## config.mk

```make
export PLATFORM = sky130hd
export DESIGN_NAME = load_store_unit
export DESIGN_NICKNAME = d
export VERILOG_FILES = /design/src/rtl/load_store_unit.sv
export SDC_FILE = /design/constraint.sdc
export NUM_CORES = 1
export LEC_CHECK = 0
export ABC_AREA = 1
export CAP_MARGIN = 5
export CORE_MARGIN = 2
export CORE_UTILIZATION = 30
export CTS_BUF_LIST = sky130_fd_sc_hd__clkbuf_2 sky130_fd_sc_hd__clkbuf_4 sky130_fd_sc_hd__clkbuf_8
export DETAILED_ROUTE_END_ITERATION = 6
export GPL_TIMING_DRIVEN = 0
export PLACE_DENSITY_LB_ADDON = 0.3
export SYNTH_ARGS = -nofsm -noshare
export SYNTH_HDL_FRONTEND = slang
export SYNTH_SLANG_ARGS = --single-unit
```

## constraint.sdc

```tcl
create_clock -name clk -period 3.8 [get_ports clk]
set_input_delay 0.38 -clock clk [delete_from_list [all_inputs] [get_ports clk]]
set_output_delay 0.38 -clock clk [all_outputs]
set_load 0.02 [all_outputs]
```

## src/rtl/load_store_unit.sv

```systemverilog
// Load/store unit between an RV32I core and a single-port word memory.
// Sub-word stores are done as read-modify-write; every access gives one response pulse.
module load_store_unit #(
    parameter int unsigned XLEN       = 32,
    parameter int unsigned ADDRESSLEN = 32
) (
    input  logic                  clk,
    input  logic                  rst,
    input  logic                  req_valid,
    output logic                  req_ready,
    input  logic                  req_write,
    input  logic [2:0]            req_funct3,
    input  logic [ADDRESSLEN-1:0] req_addr,
    input  logic [XLEN-1:0]       req_wdata,
    output logic                  resp_valid,
    output logic [XLEN-1:0]       resp_rdata,
    output logic                  resp_error,
    output logic [ADDRESSLEN-1:0] mem_writeAddress,
    output logic [ADDRESSLEN-1:0] mem_readAddress,
    output logic [XLEN-1:0]       mem_data,
    output logic                  mem_writeEnabled,
    input  logic [XLEN-1:0]       mem_out
);

    localparam logic [2:0] F3_B  = 3'b000;
    localparam logic [2:0] F3_H  = 3'b001;
    localparam logic [2:0] F3_W  = 3'b010;
    localparam logic [2:0] F3_BU = 3'b100;
    localparam logic [2:0] F3_HU = 3'b101;

    typedef enum logic [1:0] {IDLE, READ, WRITE, DONE} state_t;

    state_t                state_q, state_d;
    logic [ADDRESSLEN-1:0] addr_q, addr_d;
    logic [2:0]            funct3_q, funct3_d;
    logic                  write_q, write_d;
    logic [XLEN-1:0]       merge_q, merge_d;
    logic [XLEN-1:0]       resp_rdata_q, resp_rdata_d;
    logic                  resp_error_q, resp_error_d;
    logic                  resp_valid_q, resp_valid_d;
    logic                  mem_we_q, mem_we_d;

    logic                  req_err;
    logic [4:0]            lane_sh;
    logic [XLEN-1:0]       rd_shift;
    logic [XLEN-1:0]       load_fmt;
    logic [XLEN-1:0]       lane_mask;
    logic [XLEN-1:0]       merged;

    // Illegal width code or misaligned halfword/word access
    always_comb begin
        req_err = 1'b0;
        if (req_write) begin
            if (!(req_funct3 inside {F3_B, F3_H, F3_W})) req_err = 1'b1;
        end else begin
            if (!(req_funct3 inside {F3_B, F3_H, F3_W, F3_BU, F3_HU})) req_err = 1'b1;
        end
        if (req_funct3[1:0] == 2'b01 && req_addr[0]) req_err = 1'b1;
        if (req_funct3[1:0] == 2'b10 && req_addr[1:0] != 2'b00) req_err = 1'b1;
    end

    // Little-endian lane extraction for loads and lane insertion for sub-word stores
    always_comb begin
        lane_sh  = {addr_q[1:0], 3'b000};
        rd_shift = mem_out >> lane_sh;
        case (funct3_q)
            F3_B:    load_fmt = {{(XLEN-8){rd_shift[7]}}, rd_shift[7:0]};
            F3_H:    load_fmt = {{(XLEN-16){rd_shift[15]}}, rd_shift[15:0]};
            F3_BU:   load_fmt = XLEN'(rd_shift[7:0]);
            F3_HU:   load_fmt = XLEN'(rd_shift[15:0]);
            default: load_fmt = mem_out;
        endcase
        lane_mask = (funct3_q[1:0] == 2'b01) ? (XLEN'(16'hFFFF) << lane_sh)
                                             : (XLEN'(8'hFF) << lane_sh);
        merged    = (mem_out & ~lane_mask) | ((merge_q << lane_sh) & lane_mask);
    end

    always_comb begin
        state_d      = state_q;
        addr_d       = addr_q;
        funct3_d     = funct3_q;
        write_d      = write_q;
        merge_d      = merge_q;
        resp_rdata_d = resp_rdata_q;
        resp_error_d = resp_error_q;
        case (state_q)
            IDLE: begin
                if (req_valid) begin
                    addr_d   = req_addr;
                    funct3_d = req_funct3;
                    write_d  = req_write;
                    merge_d  = req_wdata;
                    if (req_err) begin
                        state_d      = DONE;
                        resp_rdata_d = '0;
                        resp_error_d = 1'b1;
                    end else if (req_write && req_funct3 == F3_W) begin
                        state_d = WRITE;
                    end else begin
                        state_d = READ;
                    end
                end
            end
            READ: begin
                if (write_q) begin
                    merge_d = merged;
                    state_d = WRITE;
                end else begin
                    resp_rdata_d = load_fmt;
                    resp_error_d = 1'b0;
                    state_d      = DONE;
                end
            end
            WRITE: begin
                resp_rdata_d = '0;
                resp_error_d = 1'b0;
                state_d      = DONE;
            end
            DONE: state_d = IDLE;
            default: state_d = IDLE;
        endcase
        resp_valid_d = (state_d == DONE);
        mem_we_d     = (state_d == WRITE);
    end

    always_ff @(posedge clk or posedge rst) begin
        if (rst) begin
            state_q      <= IDLE;
            addr_q       <= '0;
            funct3_q     <= '0;
            write_q      <= 1'b0;
            merge_q      <= '0;
            resp_rdata_q <= '0;
            resp_error_q <= 1'b0;
            resp_valid_q <= 1'b0;
            mem_we_q     <= 1'b0;
        end else begin
            state_q      <= state_d;
            addr_q       <= addr_d;
            funct3_q     <= funct3_d;
            write_q      <= write_d;
            merge_q      <= merge_d;
            resp_rdata_q <= resp_rdata_d;
            resp_error_q <= resp_error_d;
            resp_valid_q <= resp_valid_d;
            mem_we_q     <= mem_we_d;
        end
    end

    assign req_ready        = (state_q == IDLE);
    assign resp_valid       = resp_valid_q;
    assign resp_rdata       = resp_rdata_q;
    assign resp_error       = resp_error_q;
    assign mem_readAddress  = {addr_q[ADDRESSLEN-1:2], 2'b00};
    assign mem_writeAddress = {addr_q[ADDRESSLEN-1:2], 2'b00};
    assign mem_data         = merge_q;
    assign mem_writeEnabled = mem_we_q;

endmodule

```

# Word level (Yosys, flattened, before mapping)
# Cells that the tools add are included.
# word_totals
in_bits	103
regBits	105
word_cells	73
out_inout_bits	132
# classes
eq_ne	19
n_shift	4
reduce_logical	14
mux	23
bitwise	4
# ops
operator	n
two-way mux 32 bit	6
case mux 32 bit (4 select lines)	1
case mux 32 bit (3 select lines)	1
bitwise AND 32 bit	2
case mux 32 bit (2 select lines)	1
inverter 32 bit	1
OR 32 bit	1
<< shifter 16 x 5 -> 32 bit (first input constant)	1
<< shifter 32 x 5 -> 32 bit	1
<< shifter 8 x 5 -> 32 bit (first input constant)	1
>> shifter 32 x 5 -> 16 bit	1
equality test 3 bit (second input constant)	4
equality test 2 bit (second input constant)	5
two-way mux 1 bit	9
case mux 2 bit (4 select lines)	1
equality test 2 x 1 -> 1 bit (second input constant)	3
equality test 3 x 1 -> 1 bit (second input constant)	2
zero test 3 bit	2
two-way mux 2 bit	3
!= test 2 bit (second input constant)	3
nonzero test 3 bit	2
nonzero test 5 bit	1
AND reduction 4 bit	1
nonzero test 2 bit	2
other kinds (7)	9

# Logic depth before layout (Yosys ltp)
# Gate-level depths: netlist of the first run.
# depth
depth_word	10
depth_mapped	10

# Worst setup path after synthesis of the first run
# Ideal clock, no wire load.
# synth_path
path_kind	register to register
startpoint	reg state_q[0]
endpoint	reg merge_q[0] (netlist: mem_data[0])
required_time_ns	3.661
n_path_buf	0
t_arrival_ns	1.649
period_less_slack_ns	1.788
path_slack_ns	2.012
stages_incl_launch_ff	8
cell_sequence	dfrtp_1 inv_1 ha_1 inv_1 o21ai_0 nand2_1 a21oi_1 o22ai_1
# synth_between
elab_chain_cells	3
# synth_rtl
element	line	rtl
start: declaration	33	state_t state_q, state_d;
start signal: assignment	138	state_q <= state_d;
zero test 2 bit *	-	
via req_ready	10	output logic req_ready,
!= test 2 bit (no source line) / nonzero test 2 bit (equally long branches)	-	
AND reduction 3 bit (no source line)	-	
end signal: assignment	142	merge_q <= merge_d;
end: declaration	37	logic [XLEN-1:0] merge_q, merge_d;
# Mark *: on every way through the listed nets, which the timed path passes. The rest lies on a longest branch.
# A chain may end at the register's enable or synchronous reset.

# Worst setup path in the final report of the first run
# layout_path
startpoint	reg state_q[0]
endpoint	out req_ready
# layout_between
elab_chain_cells	1
# layout_rtl
element	line	rtl
zero test 2 bit	150	assign req_ready = (state_q == IDLE);
end: declaration	10	
# Every way passes these cells.

==> results of run 1 <==
-- cell type report --
cell class	count	area, um2
tap	270	338
sequential	105	2630
buffer	102	656
timing repair buffer	231	2320
clock buffer	12	165
multi-input combinational	585	2540
inverter	74	280
fill	2026	11100
clock inverter	4	73.8
-- routing by layer --
| layer | GRT usage (%) | vias up | wire length, um |
|---|---|---|---|
| li1 | - | 3129 | - |
| met1 | 26.1 | 2901 | 9630 |
| met2 | 32.4 | 284 | 10000 |
| met3 | 4.38 | 36 | 1480 |
| met4 | 6.60 | 0 | 486 |
| met5 | 0 | - | 0 |
-- worst max-delay path, stage by stage (launching register included) --
cell	delay (ns)
dfrtp_1	0.41
inv_1	0.11
ha_1	0.26
clkdlybuf4s50_1	0.66
-- logic make-up after synthesis --
logic type      Yosys count
buf+inv                 176
compound gates          121
other cells               1
flops                   105
simple gates            456
fa+ha+maj                 4
-- cells in the final DEF, fill, tap and decap left out, types with 2 or more instances in the layout --
| master | instances |
|---|---|
| nand2_1 | 323 |
| clkdlybuf4s50_1 | 230 |
| dfrtp_1 | 105 |
| nor2_1 | 74 |
| inv_1 | 67 |
| buf_4 | 66 |
| a21oi_1 | 54 |
| nand3_1 | 47 |
| o21ai_0 | 30 |
| clkbuf_1 | 20 |
| o22ai_1 | 17 |
| buf_2 | 14 |
| clkbuf_8 | 12 |
| o21ai_1 | 10 |
| a22oi_1 | 8 |
| inv_2 | 4 |
| nand4_1 | 4 |
| ha_1 | 4 |
| conb_1 | 4 |
| clkinv_1 | 2 |
| nand2_2 | 2 |
| bufinv_16 | 2 |
-- per-stage QoR --
stage / setup WS (ns) / utilization [%] / cell area, um2 / hold WS (ns)
2_1_floorplan: 0.659 / - / 6110 / 0.471
3_3_place_gp: -1.11 / 43.5 / 8750 / 0.467
3_5_place_dp: 1.65 / 43.6 / 8770 / 0.464
4_1_cts: 1.55 / 44.8 / 9010 / 0.474
5_1_grt: 1.46 / 44.8 / 9010 / 0.500
6_report: 1.58 / 44.8 / 9010 / 0.488
-- power by group through the flow --
stage / Sequential [W] / Clock (W) / Combinational [W]
5_1_grt: 0.00205 / 0.000898 / 0.00574
4_1_cts: 0.00199 / 0.000867 / 0.00529
6_report: 0.00198 / 0.000847 / 0.00527
3_5_place_dp: 0.00200 / 0 / 0.00526
2_1_floorplan: 0.00227 / 0 / 0.00291
3_3_place_gp: 0.00200 / 0 / 0.00521
-- worst max path at each step --
stage | depth (start not counted) | endpoint | slack, ns | from
2_1_floorplan | 1 | asynchronous set/reset pin | 0.66 | rst
3_3_place_gp | 2 | mem_data[11] | -1.11 | rst
3_5_place_dp | 6 | mem_data[2] | 1.65 | req_valid
4_1_cts | 3 | req_ready | 1.55 | state_q[1]
5_1_grt | 10 | mem_data[2] | 1.46 | state_q[0]
6_report | 3 | req_ready | 1.58 | state_q[0]
==> impl.org, run 1 <==
** Run status
- The flow ran to the end, and the final reports show no timing, DRC or antenna violations.

** Timing
- The count of final hold-check violations was 0.
- Setup repair after global routing left no endpoint under its margin.
- Derived from the worst setup path, the maximum achievable clock frequency is 450 MHz.
- The worst pin sits at a relative slew slack of 44.5%.
- Setup violations remaining at the end of the flow were counted as 0.
- Clock skew on the completed layout was measured at 0.0117 ns.
- Post-route clock period utilization :: 58.5%
- Worst Max-Slew Pin Slew :: 0.833 ns
- The final number of max-transition violations came to 0.
- Summed over all failing endpoints, the final setup total negative slack is 0 ns.
- Minimum clock period :: 2.22 ns

** Global route
- Wire length of the first global-routing pass :: 33500 um
- Global routing used 19.8% of the available tracks across all layers.
- The number of global-route vias before repair was 6258.
- Initial antenna violation count :: 0
- Grt total ovfl :: 0
- Pin count of the biggest net entering global routing :: 66

** Setup path
- Endpoint of the lowest-slack register-to-register path :: mem_data[2]
- Along the worst path, the maximum fanout reaches 5.
- Worst setup EP type :: output pin
- STA puts the critical path data required time at 3.42 ns.
- Reg2reg setup slack :: 1.65 ns
- The worst setup path is launched from a register.
- By startpoint and endpoint, the worst setup path is classified as reg -> out.
- Data arrives at the worst endpoint at 1.84 ns.
- In this run the critical register-to-register path is launched from state_q[0].
- For the worst flop-to-flop path, the logic depth is 7.

** Floorplanning
- The initial utilization of the core area, before any placement, comes to 30.3%.
- The floorplan step set the die height to 147 um.
- For this design the top-level I/O count stands at 235.
- Area inside the core boundary :: 0.0201 mm2
- The floorplan step set the die width to 147 um.
- The floorplan step defined a die boundary enclosing 0.0215 mm2.
- Count of standard-cell rows :: 52

** Hold path
- In this run the most critical hold path is launched from resp_rdata[12].
- Min-Delay Endpoint :: resp_rdata[12]
- The tightest min-delay check is of the reg -> reg type.
- Number of cells on the worst hold path :: 2

** Power
- Net switching fraction of the power :: 46.8%
- The design draws 0.00810 W.
- VDD sags by at most 402 uV.
- Switching Power :: 0.00379 W
- In this run the static leakage power is 4.45 nW.
- Proportion of power drawn by flip-flops and latches :: 24.5%
- Cell internal pwr :: 0.00431 W
- Pwr/cell area :: 899 mW/mm2
- Per report_power, the combinational group accounts for 65.0% of the total.
- Clock power share :: 10.5%

** CTS
- Buffer cell driving the clock tree root :: clkbuf_8
- For the worst-skew pair, the clock arrives at the later sink with an insertion delay of 0.40 ns.
- Postcts setup bufs :: 0
- After clock tree synthesis, the clock-pin slew on the worst setup and hold paths is 0.10 ns.
- CTS buffer count :: 9
- CTS-repair resized insts :: 0
- TritonCTS clock tree :: done
- Clock sink count :: 105
- Largest buffer count on any clock path :: 2
- H-tree depth :: 3
- Number of hold buffers added after CTS :: 0

** Yosys
- Yosys warns :: 0
- For this run, the register share of the synthesized area comes to 43.1%.
- The commonest cells after synthesis are 323 x nand2_1, 105 x dfrtp_1, 74 x nor2_1.
- In the synthesized netlist the async set-or-reset flop fraction comes to 100%.
- Summing the areas of all xor and xnor instances in the mapped netlist gives 0% of the synthesized area.
- Area fraction in compound gates after synthesis :: 10.8%
- In this run the biggest area consumer among cell types represents 43.1% of the synthesized area.
- The cell area that synthesis handed to floorplanning was 0.00609 mm2.
- Top cell type by total area after synthesis :: dfrtp_1
- After synthesis, the cell types taking the most area are dfrtp_1 43%, nand2_1 20%, buf_4 8.1%.
- Measured against the total synthesized area, the mux share comes to 0%.
- Distinct cell type count of the synthesized netlist :: 29
- The average instance in the mapped netlist occupies 7.06 um2.
- Number of storage elements in the synthesis netlist :: 105
- The synthesized netlist devotes 0.821% of its cell area to adder and majority cells.
- Largest family of logic cells by synthesized area :: simple AND/OR/NAND/NOR gates
- Post-synth top flop :: dfrtp_1
- Most frequently used cell type in the post-synthesis netlist :: nand2_1
- Of the total synthesized cell area, the portion taken by AND, OR, NAND and NOR gates is 29.9%.
- Yosys mapped a number of flops with a built-in enable equal to 0.
- Counting every instance in the synthesized netlist gives 863.

** Detailed routing
- For this block, the routed nets add up to 21600 um of wire.
- The detailed router placed 6350 vias in this run.
- Post-detailed-route count of antenna-violating nets :: 0
- Routed vias/inst :: 4.59
- Wire per inst :: 15.6 um
- Total iterations of the first detailed-routing run :: 5
- After detailed routing, the number of remaining DRC violations is 0.
- Number of DRC markers in iteration 0 :: 421

** Placement
- Port-buffer cells :: 230
- At the end of routability-driven placement, the weighted congestion stood at 0.885.
- Final HPWL DP :: 16800 um
- Counting tap cells, the placed design contains a total of 1367 instances.

** Cells and area
- After the flow finishes, the layout carries non-filler instances totaling 1383.
- After the last flow step, the layout net total stands at 1215.
- Ant diodes :: 0
- Share of final-layout standard cells stronger than drive strength 1 :: 9.97%
- Layout Area Growth over Synthesis :: 47.8%

** Job
- Across the run, the number of max-cap violations was 0.
No activity file was read; power rests on OpenSTA's default activity.
==> run 2, diff against run 1 <==
Clock period 3.8 ns to 1.85 ns, I/O delays scaled along.
==> run 2 against run 1 <==
  * Die area did not move
  * Count of clock-buffer cells in the layout increased by 2
  * Critical path type is now reg -> reg
  * Critical endpoint is now resp_rdata[26]
  * Global-route usage barely moved
  * Largest cell class unchanged
  * Sequential power increased by 110%
==> impl.org, run 2 (synthesis gave the netlist of run 1 again) <==
** Setup path
- Data required, critical path :: 2.18 ns
- The worst setup path is captured at a register.
- Of all nets on the critical path, the largest fanout is 10.
- The worst setup path is launched from a register.
- Launching instance or port of the critical path :: state_q[0]
- WP data arrival :: 2.11 ns
- Critical path start-end classification :: reg -> reg
- Worst flop-to-flop path startpoint :: state_q[0]

** Cells and area
- Ant diodes :: 0
- Post-route design area :: 0.00914 mm2
- Highest-count cells in the layout ignoring fill and taps :: 321 x nand2_1, 229 x clkdlybuf4s50_1, 105 x dfrtp_1
- The library cell used most frequently in the layout, excluding fill and tap cells, is nand2_1.
- Fill cell count :: 2051
- In the final layout, the share of cells above drive strength 1 is 12.5%.
- At the end of the flow, the number of nets in the layout was 1218.
- Layout Area Growth over Synthesis :: 49.9%

** Timing
- The count of final hold-check violations was 0.
- Based on the critical path, the design can be clocked at up to 561 MHz.
- Worst Max-Slew Pin Slew :: 0.800 ns
- On the final layout, the worst clock skew is 0.0124 ns.
- Setup violations remaining at the end of the flow were counted as 0.
- Final hold analysis gives a worst-case slack of 0.294 ns.
- Measured against its own limit, the worst slew margin works out to 46.5%.
- Minimum clock period :: 1.78 ns
- Unrepaired setup endpoints after global routing :: true
- Total count of max-transition violations in the final report :: 0
- In the finished design, the share of the clock period the worst path needs comes to 96.4%.

** CTS
- H-tree depth :: 3
- Buffer cell driving the clock tree root :: clkbuf_8
- The tree built by TritonCTS fans out to 105 sinks.
- Number of hold buffers added after CTS :: 0
- Largest buffer count on any clock path :: 2
- Clock transition time at the flip-flop clock pins of the worst setup and hold paths :: 0.10 ns
- TritonCTS built the clock tree.
- TritonCTS created 9 clock buffers.
- Clock latency on the worst-skew pair :: 0.39 ns

** Floorplanning
- The die covers 0.0215 mm2.
- The core region is 0.0201 mm2.
- Count of standard-cell rows :: 52
- During I/O placement, the number of pins put on the boundary was 235.
- Initial Utilization :: 30.3%
- Vert. Die Dim :: 147 um
- DIE WIDTH :: 147 um

** Detailed routing
- The routed design uses 1830 um of met3 wire.
- Met2 WL :: 9960 um
- After detailed routing, the wire length on met1 is 9410 um.
- Total iterations of the first detailed-routing run :: 5
- After detailed routing, the average wire length per cell comes to 15.6 um.
- Routed vias :: 6443
- Routed vias/inst :: 4.65
- For this block, the routed nets add up to 21700 um of wire.
- For this run, design rule violations remaining after detail routing come to 0.
- In this run the remaining antenna-violating nets after routing total 0.
- In this run the top signal layer used is met4.
- Number of DRC markers in iteration 0 :: 496

** Placement
- At the end of routability-driven placement, the weighted congestion stood at 0.916.
- Post-detailed-placement cell area :: 0.00879 mm2
- Detailed placement finished with a half-perimeter wire length of 16800 um.
- Port-buffer cells :: 230

** Global route
- Via count of the first global-routing pass :: 6260
- After global routing the overflow that remains totals 0.
- Initial antenna violation count :: 0
- Pin count of the biggest net entering global routing :: 39
- GRT Resource Usage Total :: 19.8%
- Wire length of the first global-routing pass :: 33400 um

** Run status
- Status :: finished, final reports clean

** Power
- Power spread over the standard cell area amounts to 1840 mW/mm2.
- Static Leakage :: 4.51 nW
- VDD sags by at most 803 uV.

** Hold path
- The min-delay analysis places its worst path in the category in -> async.

** Job
- Max-Cap Viols :: 0
[run 2: timing repair]
| action | 4_1_cts | 5_1_grt |
|---|---|---|
| setup endpoints to repair | 86 | 84 |
| gates resized for setup | 16 | 35 |
| hold endpoints to repair | 0 | 0 |
| pin swaps | 0 | 1 |
| buffers inserted | 0 | 2 |
[run 2: worst paths after layout]
kind	end	slack, ns	cells past startpoint
setup / recovery	resp_rdata[26]	0.07	10
max in group asynchronous	resp_rdata[24]	0.90	3
hold / removal	mem_data[2]	0.29	2
min in group clk	addr_q[2]	0.32	3
setup reg to reg	resp_rdata[26]	0.07	10
hold reg to reg	resp_rdata[29]	0.49	2
[run 2: per-stage QoR]
| step | total power (W) | TNS (ns) | worst slack, ns | cells | utilization (%) |
|---|---|---|---|---|---|
| 3_5_place_dp | 0.0149 | -7.65 | -0.200 | 1368 | 43.7 |
| 2_1_floorplan | 0.0106 | 0 | 0.0615 | 866 | - |
| 6_report | 0.0168 | 0 | 0.0667 | 1386 | 45.5 |
| 4_1_cts | 0.0166 | -0.0419 | -0.0174 | 1384 | 45.0 |
| 3_3_place_gp | 0.0148 | -83.39 | -0.751 | 1366 | 43.5 |
| 5_1_grt | 0.0181 | -0.272 | -0.0525 | 1386 | 45.5 |
[run 2: metal layers]
metal / global-route usage, % / up-vias
met3: 5.25 / 33
met4: 6.70 / 0
li1: - / 3135
met5: 0 / -
met1: 25.8 / 2984
met2: 32.1 / 291
[run 2: power breakdown]
| part | switching, W | total, W | internal (W) |
|---|---|---|---|
| clock network | 0.000818 | 0.00158 | 0.000767 |
| registers | 0.000784 | 0.00411 | 0.00333 |
| logic | 0.00628 | 0.0111 | 0.00486 |
[run 2: worst max-delay path, stage by stage, from the launching register on]
cell,delay (ns)
dfrtp_1,0.44
inv_2,0.09
ha_4,0.18
inv_2,0.09
nor2_4,0.05
nor3_4,0.28
nand3_4,0.15
buf_2,0.21
nor2_1,0.12
nand2_1,0.07
nand2_1,0.06
[run 2: final cells by class]
| class | count | area (um2) | area share, % |
|---|---|---|---|
| multi-input cells | 585 | 2630 | 28.7 |
| inverters | 74 | 285 | 3.12 |
| clock inverters | 2 | 35.0 | 0.383 |
| plain buffers | 102 | 689 | 7.54 |
| flip-flops and latches | 105 | 2630 | 28.8 |
| clock buffers | 14 | 180 | 1.97 |
| well taps | 270 | 338 | 3.70 |
| repair buffers | 234 | 2360 | 25.8 |
==> run 3, diff against run 2 <==
Settings changed: CORE_ASPECT_RATIO set to 0.5.
==> run 3 against run 2 <==
  * Core utilization grew 0.77 points
  * Critical path depth shrank 3
  * Worst setup slack gained 0.017 ns
  * Maximum frequency grew 0.98%
  * Highest routed layer unchanged
  * Register-to-register slack gained 0.02 ns
==> impl.org, run 3 (synthesis gave the netlist of run 1 again) <==
** Run status
- The flow ran to the end, and the final reports show no timing, DRC or antenna violations.

** Cells and area
- Highest-count cells in the layout ignoring fill and taps :: 321 x nand2_1, 229 x clkdlybuf4s50_1, 104 x dfrtp_1
- Nets :: 1219
- Fill cell count :: 2014
- Layout Area Growth over Synthesis :: 49.3%
- Leaving out fill and tap cells, the most frequent cell in the layout is nand2_1.
- Ant diodes :: 0
- Share of final-layout standard cells stronger than drive strength 1 :: 12.5%

** Detailed routing
- Detailed-route DRC error count :: 0
- Routed vias/inst :: 4.60
- Highest metal layer with signal wires :: met4
- The first routing iteration left 369 violations.
- Detailed routing placed a total of 1280 um of wire on met3.
- Routed vias :: 6352
- The detail route stage leaves a number of antenna-violating nets equal to 0.
- Met2 WL :: 10100 um
- In the final routed layout, each cell accounts on average for 15.4 um.
- Length of routed wiring on met1 :: 9580 um
- Total Wirelength :: 21300 um
- Total iterations of the first detailed-routing run :: 5

** Floorplanning
- In this run the core area contains 36 standard-cell rows.
- After floorplanning, the core was sized to cover 0.0197 mm2.
- Ports placed on the boundary :: 235
- Overall die area :: 0.0215 mm2
- Once the floorplan was initialized, standard cells occupied 31.0% of the core.
- Vert. Die Dim :: 105 um
- DIE WIDTH :: 206 um

** Timing
- For the final routed database, the setup TNS stands at 0 ns.
- Final hold vios :: 0
- Minimum clock period :: 1.77 ns
- Derived from the worst setup path, the maximum achievable clock frequency is 566 MHz.
- Setup violations remaining at the end of the flow were counted as 0.
- The worst path uses 95.5% of the clock period.
- On the final layout, the worst clock skew is 0.00859 ns.
- Headroom to the max-slew limit came out at 57.2%.
- Worst Max-Slew Pin Slew :: 0.642 ns
- The final number of max-transition violations was 0.
- In the post-route analysis, the smallest setup slack over all paths is 0.0840 ns.

** Global route
- The first global-routing pass estimated 33600 um of wire.
- Via count of the first global-routing pass :: 6440
- The initial antenna violation count came to 0.
- GRT Resource Usage Total :: 19.8%
- Entering global routing, the biggest net connects 32 pins.
- Grt total ovfl :: 0

** Placement
- Port-buffer cells :: 230
- Routability-driven placement finished with a final weighted congestion of 0.848.
- Post-Place Worst Slack :: -0.274 ns
- Final HPWL DP :: 16900 um

** CTS
- TritonCTS clock tree :: done
- Clock tree synthesis found a total of 105 sinks.
- The later pin in the worst-skew pair is clocked with a latency of 0.38 ns.
- In this run the clock root is driven by a clkbuf_8.
- After clock tree synthesis, the clock-pin slew on the worst setup and hold paths is 0.10 ns.
- CTS buffer count :: 9
- H-tree depth :: 3
- Largest buffer count on any clock path :: 2

** Hold path
- Type of the worst min-delay path :: in -> async

** Setup path
- The critical path is of the reg -> reg type.
- Data required, critical path :: 2.12 ns
- Counting cells, the worst reg-to-reg path comes to 7.
- Worst setup EP type :: register
- Maximum net fanout on the critical path :: 10
- Reg2reg setup slack :: 0.08 ns
- Data arrives at the worst endpoint at 2.04 ns.
- The worst setup path is launched from a register.
- Worst flop-to-flop path startpoint :: addr_q[1]

** Power
- In this run the power density over the cells is 1820 mW/mm2.
- Max rail drop VDD :: 868 uV
- In this run the static leakage power is 4.49 nW.
- Of the total power, the clock network draws 7.9%.
- The internal portion of the total power is 0.00872 W.
- Per report_power, the combinational group accounts for 67.4% of the total.
- Proportion of power drawn by flip-flops and latches :: 24.7%
- Net switching is 47.2% of the power.
- In this run the power spent charging and discharging nets is 0.00781 W.

** Job
- The tool flagged a number of max-cap violations equal to 0.
-- run 3: changes by cell type in the layout (fill, tap and decap cells not counted), moves of 2 or more --
cell / change
buf_4: +2
clkbuf_2: +2
clkbuf_8: -2
inv_4: +2
inv_2: -2
clkinv_2: +3
clkbuf_4: -2
buf_2: -3
-- run 3: worst max-delay path by stage --
stage	start	endpoint	slack, ns
floorplan	state_q[0]	mem_data[0]	0.06
global placement	rst	asynchronous set/reset pin	-0.73
finish	addr_q[1]	register	0.08
CTS	state_q[1]	resp_rdata[18]	0.02
global route	state_q[0]	resp_rdata[24]	-0.02
detailed placement	state_q[0]	mem_data[0]	-0.27
-- run 3: metal layers --
layer,GRT usage [%],vias up
met5,0,-
met2,33.4,209
met1,26.2,2980
met3,3.87,27
met4,4.62,0
li1,-,3136
-- run 3: critical path, cell delays in order (launching register included) --
cell and delay, ns:
dfrtp_1 0.39, buf_4 0.20, clkbuf_1 0.52, o22ai_1 0.24, inv_1 0.10, nand2_1 0.05
nand3_1 0.09, a21oi_1 0.07
-- run 3: power groups by stage --
stage,registers (W),logic [W],clock network (W)
floorplan,0.00467,0.00598,0
global placement,0.00410,0.0107,0
detailed placement,0.00412,0.0108,0
CTS,0.00410,0.0110,0.00136
global route,0.00424,0.0122,0.00144
finish,0.00409,0.0111,0.00130
-- run 3: layout make-up --
class	instances	area [um2]	area share [%]
sequential	105	2630	28.9
multi-input combinational	585	2620	28.8
timing repair buffer	235	2380	26.1
buffer	102	684	7.52
tap	266	333	3.66
inverter	74	290	3.19
clock buffer	11	145	1.60
clock inverter	4	20.0	0.220
-- run 3: stage by stage --
step	hold slack [ns]	area (um2)	util (%)	cells	total power, W
after CTS	0.163	9010	45.8	1380	0.0165
after detailed placement	0.468	8800	44.7	1365	0.0150
after floorplan	0.295	6110	-	866	0.0106
final	0.164	9100	46.2	1382	0.0165
after global placement	0.469	8740	44.4	1362	0.0148
after global routing	0.193	9100	46.2	1382	0.0178
-- run 3: repair_timing --
| action | in CTS | in global routing |
|---|---|---|
| setup endpoints to repair | 86 | 92 |
| hold buffers | 0 | 0 |
| gates resized for setup | 22 | 23 |
| pin swaps | 2 | 2 |
| buffers inserted | 0 | 2 |
